--- config.mk ---
export PLATFORM = sky130hd
export DESIGN_NAME = csr_access_unit
export DESIGN_NICKNAME = d
export VERILOG_FILES = /design/src/rtl/csr_access_unit.sv
export SDC_FILE = /design/constraint.sdc
export NUM_CORES = 1
export LEC_CHECK = 0
export CAP_MARGIN = 20
export CORE_MARGIN = 3
export CORE_UTILIZATION = 35
export DETAILED_ROUTE_END_ITERATION = 16
export PLACE_DENSITY_LB_ADDON = 0.08
export SKIP_LAST_GASP = 1
export SYNTH_ARGS = -nofsm -noshare
export SYNTH_HDL_FRONTEND = slang
export SYNTH_SLANG_ARGS = --single-unit
--- constraint.sdc ---
create_clock -name clk -period 1.7 [get_ports clk]
set_clock_uncertainty 0.05 [all_clocks]
set_input_delay 0.255 -clock clk [delete_from_list [all_inputs] [get_ports clk]]
set_output_delay 0.255 -clock clk [all_outputs]
set_load 0.02 [all_outputs]
--- src/rtl/csr_access_unit.sv ---
// csr_access_unit: sequencer for Zicsr instructions (CSRRW/RS/RC and the
// immediate forms) against the machine CSR file. It takes one decoded request,
// reads the CSR through the file's registered read port, writes back the
// modified value with a one-cycle strobe, and returns the old value.
//
// Optional feature macro: CSR_RO_TRAP_EN
//   defined   -> a writing access to a read-only CSR (csr[11:10] == 2'b11)
//                is reported as illegal without touching the CSR file.
//   undefined -> no address check; the CSR file discards such writes itself.
//
// Ports:
//   clk, rst          clock (rising edge), synchronous active-high reset
//   req_*             decoded CSR request from execute (valid/ready handshake)
//   flush             pipeline kill, aborts a request that has not committed
//   freeze            CSR file read-hold; while high csr_rddata does not update
//   csr_adr_rd        CSR file read address (csr_rddata valid one cycle later)
//   csr_adr_wr,
//   csr_wrdata,
//   csr_wr_en         CSR file write port, one-cycle strobe per write
//   rsp_*             old CSR value / destination / illegal flag to writeback
module csr_access_unit #(
  parameter int unsigned XLEN = 32
) (
  input  logic            clk,
  input  logic            rst,
  input  logic            req_valid,
  output logic            req_ready,
  input  logic [2:0]      req_funct3,
  input  logic [11:0]     req_csr,
  input  logic [4:0]      req_rs1_idx,
  input  logic [XLEN-1:0] req_rs1_val,
  input  logic [4:0]      req_rd,
  input  logic            flush,
  input  logic            freeze,
  output logic [11:0]     csr_adr_rd,
  input  logic [XLEN-1:0] csr_rddata,
  output logic [11:0]     csr_adr_wr,
  output logic [XLEN-1:0] csr_wrdata,
  output logic            csr_wr_en,
  output logic            rsp_valid,
  input  logic            rsp_ready,
  output logic [XLEN-1:0] rsp_data,
  output logic [4:0]      rsp_rd,
  output logic            rsp_illegal
);

  typedef enum logic [2:0] {
    IDLE,
    RD,
    CAP,
    WR,
    RSP
  } state_t;

  state_t          state;

  // Latched request: funct3[1:0] selects RW/RS/RC, operand already resolved
  // to either rs1 value or zero-extended zimm.
  logic [1:0]      op_q;
  logic [XLEN-1:0] operand_q;
  logic            do_write_q;
  logic [XLEN-1:0] old_q;

  // Request decode, evaluated on the accepting cycle only.
  logic [XLEN-1:0] req_operand;
  logic            req_do_write;
  logic            req_illegal;

  // Modified CSR value formed from the freshly read data.
  logic [XLEN-1:0] cap_new;

  always_comb begin
    req_operand  = req_funct3[2] ? {{(XLEN-5){1'b0}}, req_rs1_idx} : req_rs1_val;
    req_do_write = (req_funct3[1:0] == 2'b01) || (req_rs1_idx != 5'd0);
    req_illegal  = (req_funct3[1:0] == 2'b00);
`ifdef CSR_RO_TRAP_EN
    if (req_do_write && (req_csr[11:10] == 2'b11)) begin
      req_illegal = 1'b1;
    end
`endif
  end

  always_comb begin
    cap_new = '0;
    case (op_q)
      2'b01:   cap_new = operand_q;
      2'b10:   cap_new = csr_rddata | operand_q;
      default: cap_new = csr_rddata & ~operand_q;
    endcase
  end

  // csr_adr_rd doubles as the latched CSR address, so the read port sees it
  // in every state after acceptance and the write port copies it in CAP.
  always_ff @(posedge clk) begin
    if (rst) begin
      state       <= IDLE;
      req_ready   <= 1'b1;
      csr_wr_en   <= 1'b0;
      rsp_valid   <= 1'b0;
      rsp_illegal <= 1'b0;
      rsp_data    <= '0;
      rsp_rd      <= '0;
      csr_adr_rd  <= '0;
      csr_adr_wr  <= '0;
      csr_wrdata  <= '0;
      op_q        <= '0;
      operand_q   <= '0;
      do_write_q  <= 1'b0;
      old_q       <= '0;
    end else begin
      csr_wr_en <= 1'b0;
      case (state)
        IDLE: begin
          if (req_valid && !flush) begin
            csr_adr_rd <= req_csr;
            rsp_rd     <= req_rd;
            op_q       <= req_funct3[1:0];
            operand_q  <= req_operand;
            do_write_q <= req_do_write;
            req_ready  <= 1'b0;
            if (req_illegal) begin
              rsp_valid   <= 1'b1;
              rsp_illegal <= 1'b1;
              rsp_data    <= '0;
              state       <= RSP;
            end else begin
              state <= RD;
            end
          end
        end
        RD: begin
          if (flush) begin
            req_ready <= 1'b1;
            state     <= IDLE;
          end else if (!freeze) begin
            state <= CAP;
          end
        end
        CAP: begin
          if (flush) begin
            req_ready <= 1'b1;
            state     <= IDLE;
          end else begin
            old_q <= csr_rddata;
            if (do_write_q) begin
              csr_wr_en  <= 1'b1;
              csr_adr_wr <= csr_adr_rd;
              csr_wrdata <= cap_new;
              state      <= WR;
            end else begin
              rsp_valid   <= 1'b1;
              rsp_illegal <= 1'b0;
              rsp_data    <= csr_rddata;
              state       <= RSP;
            end
          end
        end
        WR: begin
          // Write has committed this cycle; flush no longer applies.
          rsp_valid   <= 1'b1;
          rsp_illegal <= 1'b0;
          rsp_data    <= old_q;
          state       <= RSP;
        end
        RSP: begin
          if (flush || rsp_ready) begin
            rsp_valid   <= 1'b0;
            rsp_illegal <= 1'b0;
            req_ready   <= 1'b1;
            state       <= IDLE;
          end
        end
        default: begin
          rsp_valid   <= 1'b0;
          rsp_illegal <= 1'b0;
          req_ready   <= 1'b1;
          state       <= IDLE;
        end
      endcase
    end
  end

endmodule

### Yosys cells after proc, flatten, opt, wreduce, memory -nomap -nowiden

Cells that the tools add are included.

| word-level totals | value |
|---|---|
| RAM bits | 0 |
| memory bits (read-only) | 0 |
| register bits after elaboration | 167 |
| memories kept | 0 |
| latch bits | 0 |
| logic and storage cells | 81 |

| operators by class | value |
|---|---|
| bitwise gates (word level) | 7 |
| equal/unequal tests | 14 |
| order comparisons | 0 |
| multipliers | 0 |
| shifts and indexed selects | 0 |
| mux-type cells | 29 |
| $add $sub $neg | 0 |
| div/mod/pow operators | 0 |
| reduce and logical (&&, ||, !) cells | 17 |

Operators with widths:

| cell | number |
|---|---|
| two-way mux 32 bit | 5 |
| one-hot mux 32 bit (3 select lines) | 1 |
| one-hot mux 32 bit (2 select lines) | 1 |
| AND 32 bit | 1 |
| NOT 32 bit | 1 |
| OR 32 bit | 1 |
| two-way mux 3 bit | 7 |
| one-hot mux 3 bit (5 select lines) | 1 |
| two-way mux 1 bit | 11 |
| != test 2 bit (second input constant) | 5 |
| one-hot mux 1 bit (4 select lines) | 2 |
| equality test 3 x 2 -> 1 bit (second input constant) | 2 |
| AND reduction 3 bit | 2 |
| AND reduction 6 bit | 1 |
| one-hot mux 1 bit (5 select lines) | 1 |
| AND reduction 5 bit | 1 |
| nonzero test 5 bit | 1 |
| equality test 2 x 1 -> 1 bit (second input constant) | 2 |
| NOT 1 bit | 4 |
| AND reduction 2 bit | 2 |
| AND reduction 4 bit | 1 |
| equality test 3 x 1 -> 1 bit (second input constant) | 1 |
| equality test 3 bit (second input constant) | 1 |
| logical NOT 3 bit | 1 |
| other kinds (10) | 11 |

### Depth between registers and ports, before layout

| logic depth | value |
|---|---|
| depth after elaboration | 4 |
| gate-level depth with buffers | 9 |
| mapped depth without buffers | 6 |

### Worst setup path after synthesis

No wires, ideal clock.

| timing path | value |
|---|---|
| path kind | register to register |
| from | register op_q[0] |
| to | register csr_wrdata[10] |
| arrival | 1,686 ps |
| buffers on the path | 3 |
| slack | -153 ps |
| period minus slack after synthesis | 1,853 ps |
| cell stages (with the launch flop) | 10 |
| data required time | 1,533 ps |
| path through | dfxtp_1 > inv_1 > ha_1 > clkbuf_1 > or2_2 > clkbuf_1 > clkbuf_1 > nand2_1 > mux2i_1 > a22o_1 |

| between the ends | value |
|---|---|
| longest elaborated chain between the ends | 2 |

RTL lines:

| what | line | source |
|---|---|---|
| from (decl) | 59 | `logic [1:0] op_q;` |
| from (signal assigned) | 117 | `op_q <= req_funct3[1:0];` |
| equality test 2 bit / equality test 2 x 1 -> 1 bit (equally long branches) | 85 | `case (op_q)` |
| one-hot mux 32 bit (2 select lines) (*) | 85 |  |
| to (signal assigned) | 148 | `csr_wrdata <= cap_new;` |
| to (decl) | 38 | `output logic [XLEN-1:0] csr_wrdata,` |

Mark *: on every way between the ends. The rest lies on a longest branch, timed or not.
A chain may end at the register's enable or synchronous reset.

### Worst setup path after layout

| timing path | value |
|---|---|
| from | register state[0] |
| to | register rsp_data[4] |

| between the ends | value |
|---|---|
| longest elaborated chain between the ends | 3 |

RTL lines:

| what | line | source |
|---|---|---|
| from (decl) | 55 | `state_t state;` |
| from (signal assigned) | 96 | `state <= IDLE;` |
| from (signal assigned) | 125 | `state <= RSP;` |
| from (signal assigned) | 127 | `state <= RD;` |
| equality test 3 x 2 -> 1 bit / logical NOT 3 bit (equally long branches) | 112 | `case (state)` |
| != test 2 bit (no source line) / nonzero test 3 bit (equally long branches) | n/a |  |
| AND reduction 5 bit (no source line) | n/a |  |
| to (signal assigned) | 153 | `rsp_data <= csr_rddata;` |
| to (signal assigned) | 162 | `rsp_data <= old_q;` |
| to (decl) | 42 | `output logic [XLEN-1:0] rsp_data,` |

Parallel ways exist; a longest one is shown, timed or not.

==> impl_metrics.yaml <==
status:
  status: "complete, but fails checks"
  violations: "setup timing"
cts:
  cts_tree: "built"
  holdBufCountCts: 0
  clockBufferDepth: 2
  cts_buffers: 17
  clk_pin_slew_ns: 0.07
  cts_root_buffer: "clkbuf_16"
  clock_latency_ns: 0.42
  clock-sinks: 167
  htreeDepth: 4
timing:
  hold_ws_ns: 0.287
  setup_viol: 20
  fmax_mhz: 579
  relSlewSlack_pct: 60.6
  finalSetupTns_ns: -0.323
  tightest_slew_ns: 0.589
  period_minus_slack_ns: 1.73
  rsz0062_at_grt: "yes"
  hold_viol_final: 0
  period_share_pct: 102
  timing.final.ws_setup_ns: -0.0285
  drv_slew: 0
logic_synthesis:
  synth_area_sq_um: 6780
  synthMuxAreaShare_pct: 3.99
  synth_cells: 788
  synth_xor_xnor_area_share_pct: 0
  ys_warn_count: 0
  syn_avg_cell_area_sq_um: 8.60
  synth-seq-area-share_pct: 49.3
  synthAdderAreaFrac_pct: 0.369
  synth_cell_type_count: 39
  synth_compound_area_share_pct: 22.7
  synthesis.nets: 885
  synth_top_family_by_area: "compound AO/OA/AOI/OAI gates"
  synth_seq_cells: 167
  synthSimpleGateAreaFrac_pct: 18.4
  synth-edff-count: 0
  ys.flop_type: "dfxtp_1"
  async_reset_ff_share_pct: 0
setup_path:
  worst_setup_path_end_kind: "flip-flop"
  critical_path_required_ns: 1.99
  r2r_slack_ns: -0.03
  arrival_ns: 2.02
  cp-start-kind: "flip-flop"
  critical_path.max_fanout: 8
  critPathKind: "flip-flop to flip-flop"
place:
  place_hpwl_mm: 14.7
  gp_congestion: 0.817
  dpl_cell_area_sq_um: 9170
  numPortBuffers: 191
worst_hold_path:
  hp-class: "input pin to flip-flop"
finish:
  antenna_cells: 0
  drive_above_1_share_pct: 16.2
  layout.nets: 1091
  final_cell_mix: "nand2_1, dfxtp_1, a21oi_1, clkdlybuf4s50_1, dlygate4sd2_1"
  fin_area_sq_um: 10400
  multi_input_area_sq_um: 3360
  layout_commonest_cell: "nand2_1"
  fillCellCount: 1695
  syn2layout_area_growth_pct: 53.8
  seq_area_sq_um: 3350
global_routing:
  grt_pass1_wl_mm: 36.0
  antenna_found_initial: 0
  grt_pass1_vias: 6600
  grt_max_degree: 104
  grt_usage_pct: 21.1
  grt_overflow: 0
routing:
  avgRoutedWirePerCell_um: 19.0
  drt.antenna.violating_nets: 0
  drt_wl_total_mm: 24.0
  viasPerCell: 5.21
  first_iter_violations: 504
  drtPass1Iterations: 5
  drc: 0
  vias: 6605
pwr:
  power.density_nw_per_um2: 902
  max-vdd-ir-drop_v: 0.000729
  p_leak_uw: 0.00419
die:
  die_width_um: 145
  die-area_sq_um: 21100
  core-area_sq_um: 18900
  start_util_pct: 35.9
  die_h_um: 145
  io_pins: 192
  row_count: 50
run:
  cap_viol_max_count: 0
## logic make-up after synthesis
| group | Yosys count |
|---|---|
| buffers and inverters | 78 |
| and+or+nand+nor | 272 |
| AOI/OAI and AO/OA | 242 |
| adders and majority gates | 2 |
| muxes | 27 |
| DFF | 167 |
## path summary, 6_finish.rpt
path	from	end	depth (start not counted)
worst max register to register	state[0]	rsp_data[4]	7
worst min register to register	old_q[5]	old_q[5]	2
worst max-delay path	state[0]	rsp_data[4]	7
worst min-delay path	rst	csr_wrdata[30]	3
## synth_stat cells, types with 2 or more instances
master	instances	area, sq um
buf_4	4	30.0
nand2_1	189	709
inv_1	5	18.8
a21oi_1	128	641
o21bai_1	2	15.0
clkbuf_1	46	173
buf_6	3	33.8
buf_2	19	95.1
nand3b_1	37	278
ha_1	2	25.0
o21ai_0	2	10.0
dfxtp_1	167	3340
and2_1	2	12.5
a22oi_1	32	240
mux2i_1	27	270
or2_2	3	18.8
a211oi_1	37	278
a22o_1	22	193
nand2b_1	2	12.5
nor3_2	2	20.0
a311oi_1	12	105
nor3_1	2	10.0
nand3_1	2	10.0
nor2_1	25	93.8
a31oi_1	2	12.5
## layout make-up
type	instances	share of cell area, %
inverter	5	0.180
timing repair buffer	259	26.7
clock buffer	24	4.81
tap	260	3.12
multi-input combinational	544	32.2
sequential	167	32.1
clock inverter	8	0.816
## metrics by stage
step / power (uW) / util, % / instances / setup slack (ns)
2_1_floorplan: 4820 / - / 788 / -0.0161
3_3_place_gp: 5480 / 48.5 / 1207 / -0.480
3_5_place_dp: 5500 / 48.5 / 1207 / -0.520
4_1_cts: 9410 / 53.0 / 1254 / -0.0588
5_1_grt: 9750 / 55.2 / 1267 / -0.0923
6_report: 9400 / 55.2 / 1267 / -0.0285
## worst max-delay path: stages, from the launching register on
cell	delay, ns
dfxtp_2	0.34
buf_6	0.13
or3b_4	0.38
a21oi_4	0.19
buf_6	0.16
clkbuf_16	0.17
a21oi_2	0.06
a211oi_1	0.15
## flip-flops by register name, summed over array words and instances (netlist names)
| register | flops |
|---|---|
| csr_wrdata | 32 |
| old_q | 32 |
| operand_q | 32 |
| rsp_data | 32 |
| csr_adr_rd | 12 |
| csr_adr_wr | 12 |
| rsp_rd | 5 |
| state | 3 |
| op_q | 2 |
| csr_wr_en | 1 |
| do_write_q | 1 |
| req_ready | 1 |
| rsp_illegal | 1 |
| rsp_valid | 1 |
## per-layer routing
| layer | track usage (%) | vias up | share of wire, % |
|---|---|---|---|
| li1 | - | 3187 | - |
| met1 | 26.5 | 3171 | 44 |
| met2 | 36.5 | 216 | 49 |
| met3 | 4.37 | 31 | 5.7 |
| met4 | 6.65 | 0 | 1.9 |
| met5 | 0 | - | 0 |
## power breakdown
part           switching, uW  leakage, uW  total, uW  internal [uW]
Combinational            757      0.00255       1440            685
Clock                   1610     0.000284       3840           2230
Sequential              83.4      0.00136       4120           4040
## timing repair
action | 4_1_cts | 5_1_grt
cloned | 4 | 9
pin swaps | 5 | 36
buffers inserted | 11 | 8
endpoints found under the setup margin | 151 | 132
gates resized for setup | 110 | 58
Note: power is estimated with default switching activity, not from simulation.
